`src/rtl/apb_bridge_arbiter_if.sv`:
```
// Bus bundle for apb_bridge_arbiter: N_REQ requester-side APB ports plus the single bridge-side port.
// The slave modport is the arbiter's view; the master modport is the requesters/bridge view.
interface apb_bridge_arbiter_if #(
  parameter int unsigned N_REQ   = 2,
  parameter int unsigned ADDR_WD = 32,
  parameter int unsigned DATA_WD = 32,
  parameter int unsigned STRB_WD = 4,
  parameter int unsigned PROT_WD = 3
);
  logic [N_REQ-1:0]         s_psel;
  logic [N_REQ-1:0]         s_penable;
  logic [N_REQ-1:0]         s_pwrite;
  logic [N_REQ*ADDR_WD-1:0] s_paddr;
  logic [N_REQ*DATA_WD-1:0] s_pwdata;
  logic [N_REQ*PROT_WD-1:0] s_pprot;
  logic [N_REQ*STRB_WD-1:0] s_pstrb;
  logic [DATA_WD-1:0]       s_prdata;
  logic [N_REQ-1:0]         s_pready;
  logic [N_REQ-1:0]         s_pslverr;

  logic                     m_psel;
  logic                     m_penable;
  logic                     m_pwrite;
  logic [ADDR_WD-1:0]       m_paddr;
  logic [DATA_WD-1:0]       m_pwdata;
  logic [PROT_WD-1:0]       m_pprot;
  logic [STRB_WD-1:0]       m_pstrb;
  logic [DATA_WD-1:0]       m_prdata;
  logic                     m_pready;

  modport slave (
    input  s_psel, s_penable, s_pwrite, s_paddr, s_pwdata, s_pprot, s_pstrb,
    output s_prdata, s_pready, s_pslverr,
    output m_psel, m_penable, m_pwrite, m_paddr, m_pwdata, m_pprot, m_pstrb,
    input  m_prdata, m_pready
  );

  modport master (
    output s_psel, s_penable, s_pwrite, s_paddr, s_pwdata, s_pprot, s_pstrb,
    input  s_prdata, s_pready, s_pslverr,
    input  m_psel, m_penable, m_pwrite, m_paddr, m_pwdata, m_pprot, m_pstrb,
    output m_prdata, m_pready
  );
endinterface

```
`src/rtl/apb_bridge_arbiter.sv`:
```
// Round-robin arbiter sharing one APB master port among N_REQ requesters, one transfer in flight.
// Optional access-phase timeout with error completion: define APB_ARB_TIMEOUT_EN.
module apb_bridge_arbiter #(
  parameter int unsigned N_REQ       = 2,
  parameter int unsigned ADDR_WD     = 32,
  parameter int unsigned DATA_WD     = 32,
  parameter int unsigned STRB_WD     = 4,
  parameter int unsigned PROT_WD     = 3,
  parameter int unsigned TIMEOUT_CYC = 255,
  localparam int unsigned ID_WD      = $clog2(N_REQ)
) (
  input  logic                a_pclk,
  input  logic                a_prst_n,
  apb_bridge_arbiter_if.slave bus,
  output logic [ID_WD-1:0]    grant_id,
  output logic                busy
);

  typedef enum logic [1:0] {StIdle, StSetup, StAccess} state_e;

  state_e           state_q, state_d;
  logic [ID_WD-1:0] grant_q, grant_d;
  logic [ID_WD-1:0] ptr_q, ptr_d;
  logic [ID_WD-1:0] winner;
  logic [ID_WD-1:0] cand;
  logic             found;
  logic             timeout;
  logic             done;
  int unsigned      gidx;

  // First requesting index at or after ptr_q, wrapping
  always_comb begin
    found  = 1'b0;
    winner = '0;
    cand   = '0;
    for (int unsigned k = 0; k < N_REQ; k++) begin
      cand = ID_WD'((32'(ptr_q) + k) % N_REQ);
      if (!found && bus.s_psel[cand]) begin
        found  = 1'b1;
        winner = cand;
      end
    end
  end

`ifdef APB_ARB_TIMEOUT_EN
  logic [7:0] cnt_q, cnt_d;

  assign timeout = (state_q == StAccess) && !bus.m_pready && (cnt_q == 8'(TIMEOUT_CYC - 1));

  always_comb begin
    cnt_d = cnt_q;
    if (state_q == StSetup) begin
      cnt_d = '0;
    end else if (state_q == StAccess && !bus.m_pready) begin
      cnt_d = cnt_q + 8'd1;
    end
  end

  always_ff @(posedge a_pclk or negedge a_prst_n) begin
    if (!a_prst_n) begin
      cnt_q <= '0;
    end else begin
      cnt_q <= cnt_d;
    end
  end
`else
  assign timeout = 1'b0;
`endif

  assign done = (state_q == StAccess) && (bus.m_pready || timeout);
  assign gidx = 32'(grant_q);

  always_comb begin
    state_d = state_q;
    grant_d = grant_q;
    ptr_d   = ptr_q;
    unique case (state_q)
      StIdle: begin
        if (found) begin
          grant_d = winner;
          ptr_d   = ID_WD'((32'(winner) + 1) % N_REQ);
          state_d = StSetup;
        end
      end
      StSetup:  state_d = StAccess;
      StAccess: if (done) state_d = StIdle;
      default:  state_d = StIdle;
    endcase
  end

  always_ff @(posedge a_pclk or negedge a_prst_n) begin
    if (!a_prst_n) begin
      state_q <= StIdle;
      grant_q <= '0;
      ptr_q   <= '0;
    end else begin
      state_q <= state_d;
      grant_q <= grant_d;
      ptr_q   <= ptr_d;
    end
  end

  assign grant_id = grant_q;
  assign busy     = (state_q != StIdle);

  // A response whose requester already dropped psel is discarded
  always_comb begin
    bus.m_psel     = busy;
    bus.m_penable  = (state_q == StAccess);
    bus.m_pwrite   = 1'b0;
    bus.m_paddr    = '0;
    bus.m_pwdata   = '0;
    bus.m_pprot    = '0;
    bus.m_pstrb    = '0;
    bus.s_prdata   = '0;
    bus.s_pready   = '0;
    bus.s_pslverr  = '0;
    if (busy) begin
      bus.m_pwrite = bus.s_pwrite[grant_q];
      bus.m_paddr  = bus.s_paddr[gidx*ADDR_WD +: ADDR_WD];
      bus.m_pwdata = bus.s_pwdata[gidx*DATA_WD +: DATA_WD];
      bus.m_pprot  = bus.s_pprot[gidx*PROT_WD +: PROT_WD];
      bus.m_pstrb  = bus.s_pstrb[gidx*STRB_WD +: STRB_WD];
    end
    if (done && bus.s_psel[grant_q]) begin
      bus.s_pready[grant_q] = 1'b1;
      if (bus.m_pready) begin
        bus.s_prdata = bus.m_prdata;
      end else begin
        bus.s_pslverr[grant_q] = 1'b1;
      end
    end
  end

endmodule

```
`src/flat_wrapper.sv`:
```
// flat-port wrapper written by rule: the top's interface ports become plain ports
module apb_bridge_arbiter_flat 
#(
  parameter int unsigned N_REQ       = 2,
  parameter int unsigned ADDR_WD     = 32,
  parameter int unsigned DATA_WD     = 32,
  parameter int unsigned STRB_WD     = 4,
  parameter int unsigned PROT_WD     = 3,
  parameter int unsigned TIMEOUT_CYC = 255,
  localparam int unsigned ID_WD      = $clog2(N_REQ)
)
  (a_pclk, a_prst_n, grant_id, busy, bus_s_psel, bus_s_penable, bus_s_pwrite, bus_s_paddr, bus_s_pwdata, bus_s_pprot, bus_s_pstrb, bus_s_prdata, bus_s_pready, bus_s_pslverr, bus_m_psel, bus_m_penable, bus_m_pwrite, bus_m_paddr, bus_m_pwdata, bus_m_pprot, bus_m_pstrb, bus_m_prdata, bus_m_pready);
  apb_bridge_arbiter_if #(.N_REQ(N_REQ), .ADDR_WD(ADDR_WD), .DATA_WD(DATA_WD), .STRB_WD(STRB_WD), .PROT_WD(PROT_WD)) bus_i ();
  input  logic a_pclk;
  input  logic a_prst_n;
  output logic [ID_WD-1:0] grant_id;
  output logic busy;
  input wire logic [$bits(bus_i.s_psel)-1:0] bus_s_psel;
  input wire logic [$bits(bus_i.s_penable)-1:0] bus_s_penable;
  input wire logic [$bits(bus_i.s_pwrite)-1:0] bus_s_pwrite;
  input wire logic [$bits(bus_i.s_paddr)-1:0] bus_s_paddr;
  input wire logic [$bits(bus_i.s_pwdata)-1:0] bus_s_pwdata;
  input wire logic [$bits(bus_i.s_pprot)-1:0] bus_s_pprot;
  input wire logic [$bits(bus_i.s_pstrb)-1:0] bus_s_pstrb;
  output wire logic [$bits(bus_i.s_prdata)-1:0] bus_s_prdata;
  output wire logic [$bits(bus_i.s_pready)-1:0] bus_s_pready;
  output wire logic [$bits(bus_i.s_pslverr)-1:0] bus_s_pslverr;
  output wire logic [$bits(bus_i.m_psel)-1:0] bus_m_psel;
  output wire logic [$bits(bus_i.m_penable)-1:0] bus_m_penable;
  output wire logic [$bits(bus_i.m_pwrite)-1:0] bus_m_pwrite;
  output wire logic [$bits(bus_i.m_paddr)-1:0] bus_m_paddr;
  output wire logic [$bits(bus_i.m_pwdata)-1:0] bus_m_pwdata;
  output wire logic [$bits(bus_i.m_pprot)-1:0] bus_m_pprot;
  output wire logic [$bits(bus_i.m_pstrb)-1:0] bus_m_pstrb;
  input wire logic [$bits(bus_i.m_prdata)-1:0] bus_m_prdata;
  input wire logic [$bits(bus_i.m_pready)-1:0] bus_m_pready;
  assign bus_i.s_psel = bus_s_psel;
  assign bus_i.s_penable = bus_s_penable;
  assign bus_i.s_pwrite = bus_s_pwrite;
  assign bus_i.s_paddr = bus_s_paddr;
  assign bus_i.s_pwdata = bus_s_pwdata;
  assign bus_i.s_pprot = bus_s_pprot;
  assign bus_i.s_pstrb = bus_s_pstrb;
  assign bus_s_prdata = bus_i.s_prdata;
  assign bus_s_pready = bus_i.s_pready;
  assign bus_s_pslverr = bus_i.s_pslverr;
  assign bus_m_psel = bus_i.m_psel;
  assign bus_m_penable = bus_i.m_penable;
  assign bus_m_pwrite = bus_i.m_pwrite;
  assign bus_m_paddr = bus_i.m_paddr;
  assign bus_m_pwdata = bus_i.m_pwdata;
  assign bus_m_pprot = bus_i.m_pprot;
  assign bus_m_pstrb = bus_i.m_pstrb;
  assign bus_i.m_prdata = bus_m_prdata;
  assign bus_i.m_pready = bus_m_pready;
  apb_bridge_arbiter #(.N_REQ(N_REQ), .ADDR_WD(ADDR_WD), .DATA_WD(DATA_WD), .STRB_WD(STRB_WD), .PROT_WD(PROT_WD), .TIMEOUT_CYC(TIMEOUT_CYC)) u_core (.a_pclk(a_pclk), .a_prst_n(a_prst_n), .bus(bus_i), .grant_id(grant_id), .busy(busy));
endmodule
```
`config.mk`:
```
export PLATFORM = sky130hd
export DESIGN_NAME = apb_bridge_arbiter_flat
export DESIGN_NICKNAME = d
export VERILOG_FILES = /design/src/rtl/apb_bridge_arbiter_if.sv /design/src/rtl/apb_bridge_arbiter.sv /design/src/flat_wrapper.sv
export SDC_FILE = /design/constraint.sdc
export NUM_CORES = 1
export LEC_CHECK = 0
export CORE_AREA = 2 2 116 118
export DETAILED_ROUTE_END_ITERATION = 10
export DIE_AREA = 0 0 118 120
export SYNTH_ARGS = -nofsm -noshare
export SYNTH_HDL_FRONTEND = slang
export SYNTH_SLANG_ARGS = --single-unit
```
`constraint.sdc`:
```
create_clock -name a_pclk -period 3.3 [get_ports a_pclk]
set_input_delay 0.825 -clock a_pclk [delete_from_list [all_inputs] [get_ports a_pclk]]
set_output_delay 0.825 -clock a_pclk [all_outputs]
set_load 0.05 [all_outputs]
```
==> out/metrics.yaml <==
outcome: "finished, final reports clean"
fmaxAchievable_mhz: 324
worst_ir_drop_vdd_uv: 539
overflow: 0
route.detailed.drc: 0
final_antenna_net_count: 0
setup_viol: 0
hp-class: "flop to flop"
grt_max_degree: 58
syn_area_per_cell_um2: 8.27
area_growth_pct: 175
wl_per_cell_um: 13.4
via_count: 2667
first_global_vias: 2785
cts_hold_buf: 0
power_density_nw_per_um2: 878
worst_pin_slew_ps: 610
routed_wl_mm: 9.09
viasPerCell: 3.93
rr_worst_depth: 4
first_pass_iters: 4
p_int_uw: 1650
htree_levels: 1
p_total_uw: 4490
post_cts_buffers: 0
diodes: 0
timing.final.crit_share: 0.936
synth-seq-cells: 4
finalNonFillerCells: 679
grt.total_usage: 0.122
drt_iter0_markers: 60
cp-start-kind: "input port"
placementRows: 42
die_area_um2: 14200
cp_data_arrival_time_ps: 2260
ys_seq_area_frac: 0.0538
yosysMostFrequentCell: "nor2_1"
drive_above_1_share: 0.304
p_leak_uw: 0.00221
die_w_um: 118
grt_first_pass_wirelength_mm: 14.2
cp_max_fo: 12
setup.worst_path.class: "input port to primary output"
portBuffers: 290
cts_made_buffers: 3
synth_top_area_share: 0.393
skew_ps: 4.56
hold-path-cell-count: 2
yosysUniqueCellTypes: 21
fin_tns_setup_ps: 0
ctsResizeCount: 0
register_area_um2: 104
hold_violations: 0
placed_cells: 675
multi_input_area_um2: 1520
cts.reportedPaths.clkPinSlew_ps: 30
cts_tree: "built"
required_ps: 2470
ios: 295
nets: 687
post-route-util: 0.394
cp-end-kind: "primary output"
pwr-share-comb: 0.930
min_period_ps: 3090
synth.largest_area_cell: "mux2i_1"
async_flop_share: 1.00
swShare: 0.631
synth_top_flop_cell: "dfrtp_1"
switchingPower_uw: 2830
maxCapViolations: 0
root_buffer: "clkbuf_16"
die_h_um: 120
netlist_top_cells_count: "nor2_1 (76), mux2i_1 (73), nor3b_2 (30)"
syn_area_um2: 1860
clock_latency_ps: 230
pwr-share-seq: 0.027
hpwl_mm: 7.84
yosys_warnings: 0
clk_path_buf_depth: 2
cts.sinks: 4
p_clk_frac: 0.044
slew_headroom: 0.584
synth-edff-count: 0
nFillCells: 1265
rsz0062_at_grt: "false"
synthCells: 225
netlist_top_cells_area: "mux2i_1 (39%), nor3b_2 (20%), nor2_1 (15%)"
antenna_found_initial: 0
slew_viol_final: 0
initial_core_util: 0.143
core_area_um2: 13000
gp_congestion: 0.820
whs_ps: 535
[stage by stage]
stage               instance area (um2)  setup slack [ps]
detailed placement                 5030               214
global route                       5110               127
finish                             5110               211
CTS                                5110               204
floorplan                          1860               292
global placement                   5030               199
[cell families after synthesis]
group,after synthesis,synth area share
AOI/OAI and AO/OA,2,0.0101
other,1,0.00202
buffers and inverters,28,0.135
DFF,4,0.0538
muxes,74,0.405
and+or+nand+nor,116,0.394
[worst max-delay path, stage by stage]
cell             delay, ps
clkdlybuf4s50_1        460
mux2i_4                520
buf_12                 230
nor3b_2                 70
buf_12                 150
[metal layers]
metal  vias up  part of all wire  GRT usage
met3        10             0.094     0.0375
li1       1317                 -          -
met2       168              0.53      0.233
met1      1172              0.37      0.132
met4         0             0.013     0.0233
met5         -                 0          0
[power groups by stage]
stage	clock [uW]	combinational [uW]	sequential [uW]
finish	196	4170	120
CTS	199	4210	121
detailed placement	0	4210	122
global route	202	4380	128
floorplan	0	3010	116
global placement	0	4180	118
[layout by cell type (no fill, tap or decap)]
cell / count
buf_12: 38
conb_1: 2
nor3b_2: 30
clkdlybuf4s50_1: 184
a2bb2oi_1: 1
nand2b_1: 1
mux2i_4: 1
nor2_1: 75
dfrtp_4: 1
dfrtp_1: 3
or2b_1: 1
mux2i_1: 73
nand3b_2: 1
clkbuf_16: 3
a32o_1: 1
clkbuf_1: 1
and2b_2: 1
inv_1: 2
nor2_4: 1
nor3b_1: 3
buf_4: 77
or3b_1: 1
nand2_1: 2
[cell type report]
| class | count | area share |
|---|---|---|
| repair buffers | 299 | 0.622 |
| multi-input cells | 194 | 0.297 |
| well taps | 176 | 0.0431 |
| flip-flops and latches | 4 | 0.0203 |
| clock buffers | 4 | 0.0154 |
| inverters | 2 | 0.00147 |
[worst paths after layout]
kind	start	end	slack, ps
max reg2reg	u_core.state_q[0]$_DFFE_PN0P_	flop	2080
max in group asynchronous	a_prst_n	u_core.grant_id$_DFFE_PN0P_	2300
max	bus_s_psel[0]	bus_s_prdata[5]	210
min reg2reg	flop	flop	530
min	flop	flop	530
min in group asynchronous	a_prst_n	u_core.state_q[0]$_DFFE_PN0P_	810
Power figures use the tool's default switching activity.
